File: src/rtl/aux_arbiter.sv
// Shares one AUX channel engine between the link-training port (0) and the software
// register port (1): round-robin with per-port lock, automatic retry and a minimum idle gap.
module aux_arbiter #(
  parameter int unsigned RETRIES = 3,
  parameter int unsigned GAP     = 64
) (
  input  logic        clk,
  input  logic        resetn,
  input  logic [19:0] r0addr,
  input  logic [7:0]  r0wdata,
  input  logic        r0req,
  input  logic        r0wr,
  input  logic        r0lock,
  output logic        r0ack,
  output logic        r0err,
  output logic [7:0]  r0rdata,
  input  logic [19:0] r1addr,
  input  logic [7:0]  r1wdata,
  input  logic        r1req,
  input  logic        r1wr,
  input  logic        r1lock,
  output logic        r1ack,
  output logic        r1err,
  output logic [7:0]  r1rdata,
  output logic [19:0] auxaddr,
  output logic [7:0]  auxwdata,
  output logic        auxreq,
  output logic        auxwr,
  input  logic        auxack,
  input  logic        auxerr,
  input  logic [7:0]  auxrdata,
  output logic        owner,
  output logic        busy,
  output logic [15:0] errcnt
);

  localparam int unsigned GW = $clog2(GAP + 1);

  typedef enum logic [1:0] {S_IDLE, S_ISSUE, S_GAP} state_t;

  state_t        r_state;
  logic          r_lastGnt;
  logic [2:0]    r_tries;
  logic [GW-1:0] r_gapCnt;
  logic          r_retry;

  logic w_ownerLock;
  logic w_grant;
  logic w_grantPort;
  logic w_lockedGrant;

  // A locked owner excludes the other port entirely; otherwise ties go to the port
  // that was not granted last.
  always_comb begin
    w_ownerLock   = owner ? r1lock : r0lock;
    w_grant       = 1'b0;
    w_grantPort   = owner;
    w_lockedGrant = 1'b0;
    if (w_ownerLock) begin
      if (owner ? r1req : r0req) begin
        w_grant       = 1'b1;
        w_grantPort   = owner;
        w_lockedGrant = 1'b1;
      end
    end else if (r0req && r1req) begin
      w_grant     = 1'b1;
      w_grantPort = ~r_lastGnt;
    end else if (r0req) begin
      w_grant     = 1'b1;
      w_grantPort = 1'b0;
    end else if (r1req) begin
      w_grant     = 1'b1;
      w_grantPort = 1'b1;
    end
  end

  always_ff @(posedge clk or negedge resetn) begin
    if (!resetn) begin
      r_state   <= S_IDLE;
      r_lastGnt <= 1'b1;
      r_tries   <= 3'd0;
      r_gapCnt  <= '0;
      r_retry   <= 1'b0;
      auxreq    <= 1'b0;
      auxaddr   <= 20'd0;
      auxwdata  <= 8'd0;
      auxwr     <= 1'b0;
      owner     <= 1'b0;
      busy      <= 1'b0;
      r0ack     <= 1'b0;
      r0err     <= 1'b0;
      r1ack     <= 1'b0;
      r1err     <= 1'b0;
      r0rdata   <= 8'd0;
      r1rdata   <= 8'd0;
      errcnt    <= 16'd0;
    end else begin
      r0ack <= 1'b0;
      r0err <= 1'b0;
      r1ack <= 1'b0;
      r1err <= 1'b0;

      // Every engine failure is counted, retried or not.
      if (auxerr && errcnt != 16'hFFFF) begin
        errcnt <= errcnt + 16'd1;
      end

      case (r_state)
        S_IDLE: begin
          if (w_grant) begin
            owner <= w_grantPort;
            if (!w_lockedGrant) begin
              r_lastGnt <= w_grantPort;
            end
            auxaddr  <= w_grantPort ? r1addr  : r0addr;
            auxwdata <= w_grantPort ? r1wdata : r0wdata;
            auxwr    <= w_grantPort ? r1wr    : r0wr;
            r_tries  <= 3'd0;
            r_retry  <= 1'b0;
            auxreq   <= 1'b1;
            busy     <= 1'b1;
            r_state  <= S_ISSUE;
          end
        end

        S_ISSUE: begin
          if (auxack) begin
            if (owner) begin
              r1rdata <= auxrdata;
              r1ack   <= 1'b1;
            end else begin
              r0rdata <= auxrdata;
              r0ack   <= 1'b1;
            end
            auxreq   <= 1'b0;
            r_retry  <= 1'b0;
            r_gapCnt <= GW'(GAP);
            r_state  <= S_GAP;
          end else if (auxerr) begin
            auxreq   <= 1'b0;
            r_gapCnt <= GW'(GAP);
            r_state  <= S_GAP;
            if (r_tries < 3'(RETRIES)) begin
              r_tries <= r_tries + 3'd1;
              r_retry <= 1'b1;
            end else begin
              r_retry <= 1'b0;
              if (owner) begin
                r1err <= 1'b1;
              end else begin
                r0err <= 1'b1;
              end
            end
          end
        end

        S_GAP: begin
          r_gapCnt <= r_gapCnt - GW'(1);
          // Retries reuse the latched fields and skip arbitration entirely.
          if (r_gapCnt <= GW'(1)) begin
            r_gapCnt <= '0;
            if (r_retry) begin
              auxreq  <= 1'b1;
              r_state <= S_ISSUE;
            end else begin
              busy    <= 1'b0;
              r_state <= S_IDLE;
            end
          end
        end

        default: begin
          auxreq  <= 1'b0;
          busy    <= 1'b0;
          r_state <= S_IDLE;
        end
      endcase
    end
  end

endmodule

File: config.mk
export PLATFORM = sky130hd
export DESIGN_NAME = aux_arbiter
export DESIGN_NICKNAME = d
export VERILOG_FILES = /design/src/rtl/aux_arbiter.sv
export SDC_FILE = /design/constraint.sdc
export NUM_CORES = 1
export LEC_CHECK = 0
export CAP_MARGIN = 25
export CELL_PAD_IN_SITES_DETAIL_PLACEMENT = 1
export CELL_PAD_IN_SITES_GLOBAL_PLACEMENT = 2
export CORE_ASPECT_RATIO = 0.5
export CORE_MARGIN = 3
export CORE_UTILIZATION = 26
export DETAILED_ROUTE_END_ITERATION = 8
export PLACE_DENSITY_LB_ADDON = 0.1
export SLEW_MARGIN = 30
export SYNTH_ARGS = -nofsm -noshare
export SYNTH_HDL_FRONTEND = slang
export SYNTH_SLANG_ARGS = --single-unit
File: constraint.sdc
create_clock -name clk -period 1.9 [get_ports clk]
set_input_delay 0.285 -clock clk [delete_from_list [all_inputs] [get_ports clk]]
set_output_delay 0.285 -clock clk [all_outputs]
set_load 0.1 [all_outputs]
# Word-level counts from Yosys, hierarchy flattened
# Cells that the tools add are included.
[totals]
n_memories = 0
mem_bits_ro = 0
latchBits = 0
in_bits = 74
ram_bits = 0
elab_cells = 111
output_inout_bits = 68
register_bits = 82
[classes]
n_addsub = 3
eq_ne = 11
div_mod_pow = 0
shift = 0
n_reduce_logical = 15
n_mul = 0
bitwise_logic = 4
mux = 58
order_cmp = 2
[op_table]
columns = ["cell", "count"]
rows = [
  ["two-way mux 1 bit", 39],
  ["two-way mux 7 bit", 3],
  ["two-way mux 20 bit", 1],
  ["adder 16 x 1 -> 16 bit (second input constant)", 1],
  ["!= test 16 bit (second input constant)", 1],
  ["AND reduction 3 bit", 5],
  ["!= test 2 bit (second input constant)", 7],
  ["case mux 7 bit (2 select lines)", 1],
  ["two-way mux 3 bit", 4],
  ["two-way mux 2 bit", 4],
  ["two-way mux 8 bit", 1],
  ["AND reduction 4 bit", 2],
  ["less-or-equal comparator 7 x 1 -> 1 bit (second input constant)", 1],
  ["subtractor 7 x 1 -> 7 bit (second input constant)", 1],
  ["case mux 1 bit (3 select lines)", 2],
  ["case mux 2 bit (3 select lines)", 1],
  ["case mux 3 bit (2 select lines)", 1],
  ["AND reduction 5 bit", 1],
  ["NOT 1 bit", 4],
  ["AND reduction 2 bit", 2],
  ["nonzero test 2 bit", 2],
  ["adder 3 x 1 -> 3 bit (second input constant)", 1],
  ["< comparator 3 x 2 -> 1 bit (second input constant)", 1],
  ["!= test 3 bit (second input constant)", 1],
  ["other kinds (5)", 6],
]

# Logic depth before layout (Yosys ltp)
# Gate-level depths: netlist of run 1.
[depth]
depth_word = 6
depth_mapped = 6
ltp_nobuf = 6

# Worst setup path before layout of run 1
# No wires, ideal clock.
[synth_path]
path_type = "register to register"
startpoint = "reg owner"
endpoint = "reg auxaddr[0]"
required_time_ns = 1.818
stages_incl_launch_ff = 7
setup_slack_ns = -0.465
arrival_ns = 2.283
synth_period_minus_slack_ns = 2.365
n_path_buf = 2
setup_time_ns = 0.082
path_cell_list = "dfrtp_1 clkbuf_1 nor3b_1 a2111oi_4 buf_4 nor2_1 a31oi_1"
[synth_between]
elab_chain_len = 5
word_cells_on_any_way = 10
cone_classes = "9 x mux; 1 x reduce/logical"
[synth_rtl]
columns = ["item", "line_no", "rtl"]
rows = [
  ["start: declaration", "32", "output logic owner,"],
  ["start signal: assignment", "111", "owner <= w_grantPort;"],
  ["two-way mux 1 bit", "71", "end else if (r1req) begin"],
  ["two-way mux 1 bit", "68", "end else if (r0req) begin"],
  ["two-way mux 1 bit", "65", "end else if (r0req && r1req) begin"],
  ["two-way mux 1 bit", "59", "if (w_ownerLock) begin"],
  ["two-way mux 20 bit", "115", "auxaddr <= w_grantPort ? r1addr : r0addr;"],
  ["end signal: assignment", "115", ""],
  ["end: declaration", "25", "output logic [19:0] auxaddr,"],
]
# Several ways; a longest one is shown, not always the timed one.
# A chain may end at the register's enable or synchronous reset.

# Worst setup path in the final report of run 1
[layout_path]
startpoint = "reg errcnt[0]"
endpoint = "reg errcnt[15]"
[layout_between]
elab_chain_len = 2
word_cells_on_any_way = 3
cone_classes = "1 x add/sub; 1 x eq/ne; 1 x reduce/logical"
[layout_rtl]
columns = ["item", "line_no", "rtl"]
rows = [
  ["start: declaration", "34", "output logic [15:0] errcnt"],
  ["start signal: assignment", "105", "errcnt <= errcnt + 16'd1;"],
  ["branches (longest 2 deep; another with adder 16 x 1 -> 16 bit)", "-", ""],
]
# Parallel ways; which one is timed is not known.

==> metrics.txt, run 1 <==
status=finished, final reports clean; WP data arrival=a little under 2 ns; largest family of logic cells by synthesized area=simple AND/OR/NAND/NOR gates; mapped cell area=3870 um2; Vias=approximately 3600; port buffer count=141; max cap viols=0; initial drt markers=between 100 and 150; Cell Chain, Critical Path=ha_1 -> a2111oi_0 -> buf_4 -> nand4_1 -> xnor2_1; Routed Antenna Nets=0; RSZ-0062 raised after global routing=false; largest net degree at the start of global routing=46; clock root cell=clkbuf_16; HPWL after DPL=9170 um; post-synth net total=468; ys flop type=dfrtp_1; Max transition margin=0.713; Synthesis Warnings=0; achievable frequency=575 MHz; clk_lat worst skew=0.34 ns; critical path fanouts, max=6; worst path required time=about 2.1 ns; area share of and/or/nand/nor cells after synthesis=0.176; min-delay worst type=primary input to asynchronous set/reset pin; clk sinks=82; flop2flop setup slack=0.16 ns; H-tree level count=3; clock skew=around 0.0072 ns; Post-Syn Instances=390; Nets=638; CP max-delay cell=dfrtp_4; wire per inst=16.6 um; most common cell in the netlist=dfrtp_1; vias per cell=4.72; syn_area_per_cell=9.93 um2; async set or reset register ratio after synthesis=1.00; drt total wl=between 10000 and 15000 um; vias in the first global route=3885; die area=roughly 16000 um2; period utilization=0.916; Synth Area in Adders=0.0129; compound-gate portion of the synthesized area=0.165; GRT Util Overall=0.156; pre-CTS setup slack=-0.140 ns; final setup fails=0; P&R area growth vs syn=55.9%; layout cells sized above 1=0.296; CP max stage delay=0.51 ns; initial antenna violation count=0; Pre-antenna DRT Iters=4; top-area cell type share of the netlist area=0.523; Clock Path Buffers=2; TritonCTS Buffers=9; count of cell types in the netlist=46; Die X=179 um; post-synthesis mux area share=0.0523; crit path capture type=flop; EDFF count, synth=0; WS Path Type=flop to flop; Reg clk slew, reported paths=0.07 ns; TritonCTS clock tree=yes; routability cong.=0.729; # rows=30; Startpoint Class=flop; core area=14000 um2; XOR/XNOR share of the synthesized area=0.0249; Final Hold Viols=0; post-synth top area cell=dfrtp_1; Ant. Diodes=0; Starting Density=0.276; Ports=between 100 and 150; chip height=92.3 um; worst slew pin tran=between 0.4 and 0.5 ns; #FFs+latches synth=82; final setup margin=between 0.15 and 0.2 ns; gr ovfl total=0; first-pass GRT wire length=20400 um; part of the Yosys area used for sequential elements=0.530; Final Max Slew Viols=0; Post-synth top cells=dfrtp_1, nand3_1, nor2_1, o21ai_0, a31oi_1; Area contributors post-synth=dfrtp_1, a31oi_1, mux2_2, nand3_1, o21ai_0; Post-route DRC=0; Setup Buffers After CTS=0; Final min period=1.74 ns
==> stage by stage <==
stage | hold slack [ns] | TNS (ns) | util | std cells | cell area (um2)
after floorplan | -0.0106 | -2.45 | - | 390 | 3920
after global placement | 0.206 | -1.61 | 0.407 | 740 | 5720
after detailed placement | 0.202 | -3.09 | 0.407 | 740 | 5720
after CTS | 0.420 | 0 | 0.430 | 757 | 6040
after global routing | 0.441 | 0 | 0.430 | 757 | 6040
final | 0.404 | 0 | 0.430 | 757 | 6040
==> cells by family (layout without fill, tap and decap cells) <==
family                     Yosys count  count (layout)
DFF                                 82              82
adders and majority gates            4               4
AOI/OAI and AO/OA                  104             104
xor gates and xnor gates            11              11
buffers and inverters               35             210
and+or+nand+nor                    136             136
muxes                               18              18
==> registers in the layout (all words and copies together), names as in the netlist, 2 cells and up <==
signal	count
errcnt	16
auxwdata	8
auxaddr	20
r_state	2
r1rdata	8
r0rdata	8
r_gapCnt	7
r_tries	3
==> layout make-up <==
class | count | area, um2
fill | 1625 | 8000
tap | 192 | 240
inverter | 11 | 41.3
multi-input combinational | 273 | 1700
clock inverter | 7 | 82.6
clock buffer | 9 | 225
sequential | 82 | 2080
timing repair buffer | 183 | 1670
==> critical path, delay by kind of cell, from the launching register on <==
| family | cells | cell delay, ns |
|---|---|---|
| flip-flops | 1 | 0.51 |
| XOR/XNOR | 1 | 0.14 |
| buffers and inverters | 1 | 0.18 |
| adder cells (fa/ha/maj) | 1 | 0.29 |
| AO/OA/AOI/OAI | 1 | 0.40 |
| AND/OR/NAND/NOR | 1 | 0.11 |
==> layer usage <==
metal  global-route usage  vias up  routed length, um  share of wire
met5                    0        -                  0              0
met2                0.264       86               6050           0.48
li1                     -     1750                  -              -
met3               0.0586        8                895          0.071
met1                0.194     1729               5530           0.44
met4               0.0253        0                 64         0.0051
==> placed cells by master, fill, tap and decap left out, types with 2 or more instances in the layout <==
master           count
xnor2_1              7
nor3_1               4
xor2_1               4
inv_1               11
and3_1               8
nand3b_1             3
and4_1               4
dfrtp_4              3
nor2_1              37
nand3_1             37
a21oi_1             14
o21ai_0             36
nand2b_1             3
mux2_2              18
nand2_1             20
a31oi_1             34
ha_1                 4
nor3b_1              2
nand4_1              4
o22ai_1              5
nor2b_1              4
clkbuf_16            9
dfrtp_2             14
clkdlybuf4s50_1     72
buf_4              101
buf_12               9
inv_6                2
inv_8                2
and2_1               3
dfrtp_1             64
==> worst paths after layout <==
check                                from           to  cells after the start
worst min register to register  errcnt[9]    errcnt[9]                      1
max in group asynchronous          resetn  auxaddr[19]                      3
min in group clk                errcnt[9]    errcnt[9]                      1
worst min-delay path               resetn  r_gapCnt[6]                      2
worst max register to register  errcnt[0]   errcnt[15]                      5
worst max-delay path            errcnt[0]   errcnt[15]                      5
==> what timing repair did <==
item / 4_1_cts / 5_1_grt
resized for setup: 0 / 0
hold buffers: 1 / 0
endpoints found under the hold margin: 17 / 0
Power of run 1 is not shown: default switching activity piles up to over one toggle a cycle in this logic, so the estimate is an artifact.
==> run 2: changes to the inputs <==
- ABC_CLOCK_PERIOD_IN_PS: not set -> 1900
- SETUP_SLACK_MARGIN: not set -> 0.15
==> run 2 against run 1 <==
Effect of this change: setup slack gained 0.0018 ns; critical path type unchanged; clock skew grew 0.0014 ns; non-clock buffer count grew 8; final area grew 4.8%; clock-buffer cell count is the same; sequential share of layout area shrank 1.2 points; first-iteration DRC count grew 37%; global-route usage grew 0.40 points.
==> metrics.txt, run 2 (synthesis results as in run 1) <==
critical path fanouts, max=6 (unchanged); chip height=92.3 um (unchanged); Placed Area=5670 um2 (-0.83%); flop2flop setup slack=0.16 ns (about the same); min-delay worst type=primary input to asynchronous set/reset pin; Pre-antenna DRT Iters=4 (unchanged); fin util=0.451 (+0.0208); Crit. Startpoint=owner; Routed Antenna Nets=0 (unchanged); Vias=3699 (+3.5%); H-tree level count=3 (unchanged); crit path capture type=flop; clk sinks=82 (unchanged); max cap viols=0 (unchanged); clk_lat worst skew=0.34 ns (about the same); core area=14000 um2 (unchanged); period utilization=0.915 (-0.000968); layout cells sized above 1=0.354 (+0.0587); most common cell after layout, fill and taps aside=buf_4; biggest regs=auxaddr (20), errcnt (16); clock skew=0.00858 ns (+0.00136 ns); setup TNS=0 ns (unchanged); achievable frequency=575 MHz (+0.11%); Post-route DRC=0 (unchanged); gr ovfl total=0 (unchanged); vias per cell=4.84 (+2.4%); Final Hold Viols=0 (unchanged); initial drt markers=141 (+37%); # fillers=1584 (-2.5%); drt total wl=13500 um (+8.0%); P&R area growth vs syn=63.4%; R2R Path End=auxaddr[4]; Starting Density=0.276 (unchanged); # rows=30 (unchanged); RSZ-0062 raised after global routing=true; TritonCTS clock tree=yes; first-pass GRT wire length=20800 um (+1.6%); initial antenna violation count=0 (unchanged); GRT Util Overall=0.160 (+0.00399); largest reg by FF count=auxaddr; multi-input logic area=1850 um2 (+8.8%); worst hold slack=0.400 ns (-0.00456 ns); Ant. Diodes=0 (unchanged); most frequent cells in the layout=buf_4, clkdlybuf4s50_1, dfrtp_1; status=finished, final reports clean; max reg flops=20 (unchanged); TritonCTS Buffers=9 (unchanged); port buffer count=141 (unchanged); Nets=646 (+1.3%); Final min period=1.74 ns (-0.00184 ns); wire per inst=17.7 um (+6.9%); WP data arrival=2.00 ns (+0.03 ns); clock root cell=clkbuf_16; WS Path Type=flop to flop; Clock Path Buffers=2 (unchanged); Startpoint Class=flop; Max transition margin=0.763 (+0.0497); r2r worst-path depth=6 (+1); routability cong.=0.734 (+0.69%); vias in the first global route=3850 (-0.90%); largest net degree at the start of global routing=63 (+37%); sequential cell area=2110 um2 (+1.2%); die area=16500 um2 (unchanged); worst path required time=2.16 ns (+0.03 ns); HPWL after DPL=9150 um (-0.26%); Die X=179 um (unchanged); Reg-to-Reg Start=owner; worst slew pin tran=0.353 ns (-0.0757 ns); Reg clk slew, reported paths=0.07 ns (about the same); Final Max Slew Viols=0 (unchanged); Finished Cell Area=6330 um2 (+4.8%); final setup fails=0 (unchanged); Ports=142 (unchanged)
[run 2: timing repair]
item                                   CTS  global route
hold buffers                             1             0
setup endpoints to repair                9            36
endpoints found under the hold margin   20             0
buffers inserted                         4             3
gates resized for setup                  5            60
cloned                                   2             7
pin swaps                                1            14
[run 2: layout make-up]
cell class	count	share of cell area
clock inverter	7	0.00811
multi-input combinational	273	0.292
sequential	82	0.333
inverter	11	0.00652
tap	192	0.0380
clock buffer	9	0.0356
timing repair buffer	191	0.287
[run 2: worst max path at each step]
stage | end | depth (start not counted)
6_report | auxaddr[4] | 6
5_1_grt | auxaddr[2] | 7
3_5_place_dp | auxaddr[13] | 6
3_3_place_gp | r_tries[0] | 6
4_1_cts | r_lastGnt | 6
2_1_floorplan | auxwdata[0] | 6
[run 2: metrics by stage]
stage                     worst slack (ns)  instances
after detailed placement            -0.212        732
after CTS                            0.153        755
after global routing                0.0927        765
after global placement              -0.171        732
after floorplan                    -0.0855        390
final                                0.162        765
[run 2: routing by layer]
layer	wire length, um	track usage	share of wire
met4	25	0.0350	0.0018
met3	806	0.0594	0.059
met2	6690	0.260	0.49
met5	0	0	0
met1	6030	0.204	0.44
[run 2: critical path: stages, from the launching register on]
cell	delay, ns
dfrtp_4	0.50
a21bo_4	0.23
a2111oi_4	0.35
buf_6	0.22
clkbuf_16	0.19
nor2_2	0.03
a31oi_1	0.14
Power of run 2 is left out for the same reason.
==> run 3: changes to the inputs <==
- CORE_ASPECT_RATIO: 0.5 -> not set
- CORE_UTILIZATION: 26 -> 37
- DONT_BUFFER_PORTS: not set -> 1
==> run 3 against run 2 <==
Effect of this change: the run now ends with negative hold slack left; wire length fell by 12%; maximum frequency fell by 2.3%; utilization rose by 9.0 points; critical path depth rose by 1; largest cell class unchanged.
==> metrics.txt, run 3 (synthesis results as in run 1) <==
status=finished, violations left; failing checks=negative hold slack; Final Hold Viols=82 (+82); wire per inst=19.5 um (+10%); most frequent cells in the layout=buf_4, dfrtp_1, nand3_1; TritonCTS clock tree=yes; Nets=555 (-14%); Ports=142 (unchanged); # fillers=1089 (-31%); Ant. Diodes=0 (unchanged); worst slew pin tran=0.894 ns (+0.541 ns); max reg flops=20 (unchanged); initial drt markers=166 (+18%); initial antenna violation count=0 (unchanged); core area=9950 um2 (-29%); Clock Path Buffers=2 (unchanged); die area=11700 um2 (-29%); Pre-antenna DRT Iters=4 (unchanged); Starting Density=0.389 (+0.113); RSZ-0062 raised after global routing=true; vias per cell=5.56 (+15%); clk sinks=82 (unchanged); largest reg by FF count=auxaddr; GRT Util Overall=0.187 (+0.0272); achievable frequency=562 MHz (-2.3%); biggest regs=auxaddr (20), errcnt (16); Final min period=1.78 ns (+0.0407 ns); WP data arrival=2.04 ns (+0.04 ns); layout cells sized above 1=0.390 (+0.0358); TritonCTS Buffers=9 (unchanged); first-pass GRT wire length=17500 um (-16%); Max transition margin=0.404 (-0.359); clk_lat worst skew=0.36 ns (+0.02 ns); largest net degree at the start of global routing=83 (+32%); routability cong.=0.780 (+6.3%); chip height=108 um (+17%); P&R area growth vs syn=39.1%; Routed Antenna Nets=0 (unchanged); max cap viols=0 (unchanged); Reg clk slew, reported paths=0.10 ns (+0.03 ns); worst path required time=2.16 ns (about the same); critical path fanouts, max=6 (unchanged); gr ovfl total=0 (unchanged); H-tree level count=3 (unchanged); vias in the first global route=3543 (-8.0%); WS Path Type=flop to flop; Startpoint Class=flop; Final Max Slew Viols=0 (unchanged); port buffer count=0 (-100%); period utilization=0.936 (+0.0214); most common cell after layout, fill and taps aside=buf_4; worst hold slack=-0.401 ns (-0.800 ns); final setup fails=0 (unchanged); crit path capture type=flop; HPWL after DPL=7690 um (-16%); Vias=3420 (-7.5%); fin util=0.541 (+0.0902); clock root cell=clkbuf_8; clock skew=0.0173 ns (+0.00871 ns); Die X=108 um (-39%); drt total wl=12000 um (-12%); min-delay worst type=primary input to asynchronous set/reset pin; flop2flop setup slack=0.12 ns (-0.04 ns); # rows=36 (+20%); Post-route DRC=0 (unchanged)
-- run 3: timing repair --
action / in CTS / in global routing
buffers inserted: 4 / 5
cloned: 1 / 10
hold endpoints to repair: 82 / 82
gates resized for setup: 2 / 39
pin swaps: 1 / 9
endpoints found under the setup margin: 6 / 51
-- run 3: cell type report --
class,instances,area [um2],share of cell area
Clock inverter,7,57.6,0.0107
Clock buffer,9,124,0.0230
Inverter,11,41.3,0.00767
Multi-Input combinational cell,273,1880,0.349
Timing Repair Buffer,100,1010,0.187
Tap cell,133,166,0.0309
Sequential cell,82,2110,0.392
-- run 3: metrics by stage --
| step | TNS (ns) | setup slack (ns) | hold WS (ns) | std cells | cell area, um2 |
|---|---|---|---|---|---|
| final | 0 | 0.122 | -0.401 | 615 | 5390 |
| after global routing | 0 | 0.0745 | -0.431 | 615 | 5390 |
| after CTS | 0 | 0.144 | -0.412 | 600 | 4940 |
| after detailed placement | 0 | 0.110 | -0.00838 | 579 | 4690 |
| after global placement | 0 | 0.197 | -0.00822 | 579 | 4690 |
| after floorplan | -2.45 | -0.0855 | -0.0106 | 390 | 3970 |
-- run 3: critical path, cell delays in order, from the launching register on --
cell	delay, ns
dfrtp_4	0.52
buf_6	0.13
and2_4	0.14
o32ai_4	0.29
buf_6	0.17
clkbuf_16	0.15
o21ai_0	0.07
a31oi_1	0.21
-- run 3: path summary, 6_finish.rpt --
check                            start     endpoint  depth (start not counted)
max in group asynchronous       resetn    r_lastGnt                          0
min in group clk           auxrdata[7]   r1rdata[7]                          1
min reg2reg                 r1rdata[0]   r1rdata[0]                          1
min                             resetn   errcnt[13]                          0
max reg2reg                      owner  auxaddr[11]                          7
max                              owner  auxaddr[11]                          7
-- run 3: metal layers --
layer  part of all wire  track usage  routed length [um]
met1               0.41        0.231                4920
met5                  0            0                   0
met3              0.076       0.0603                 914
met4              0.012       0.0586                 148
met2               0.50        0.313                5990
Power of run 3 is left out for the same reason.
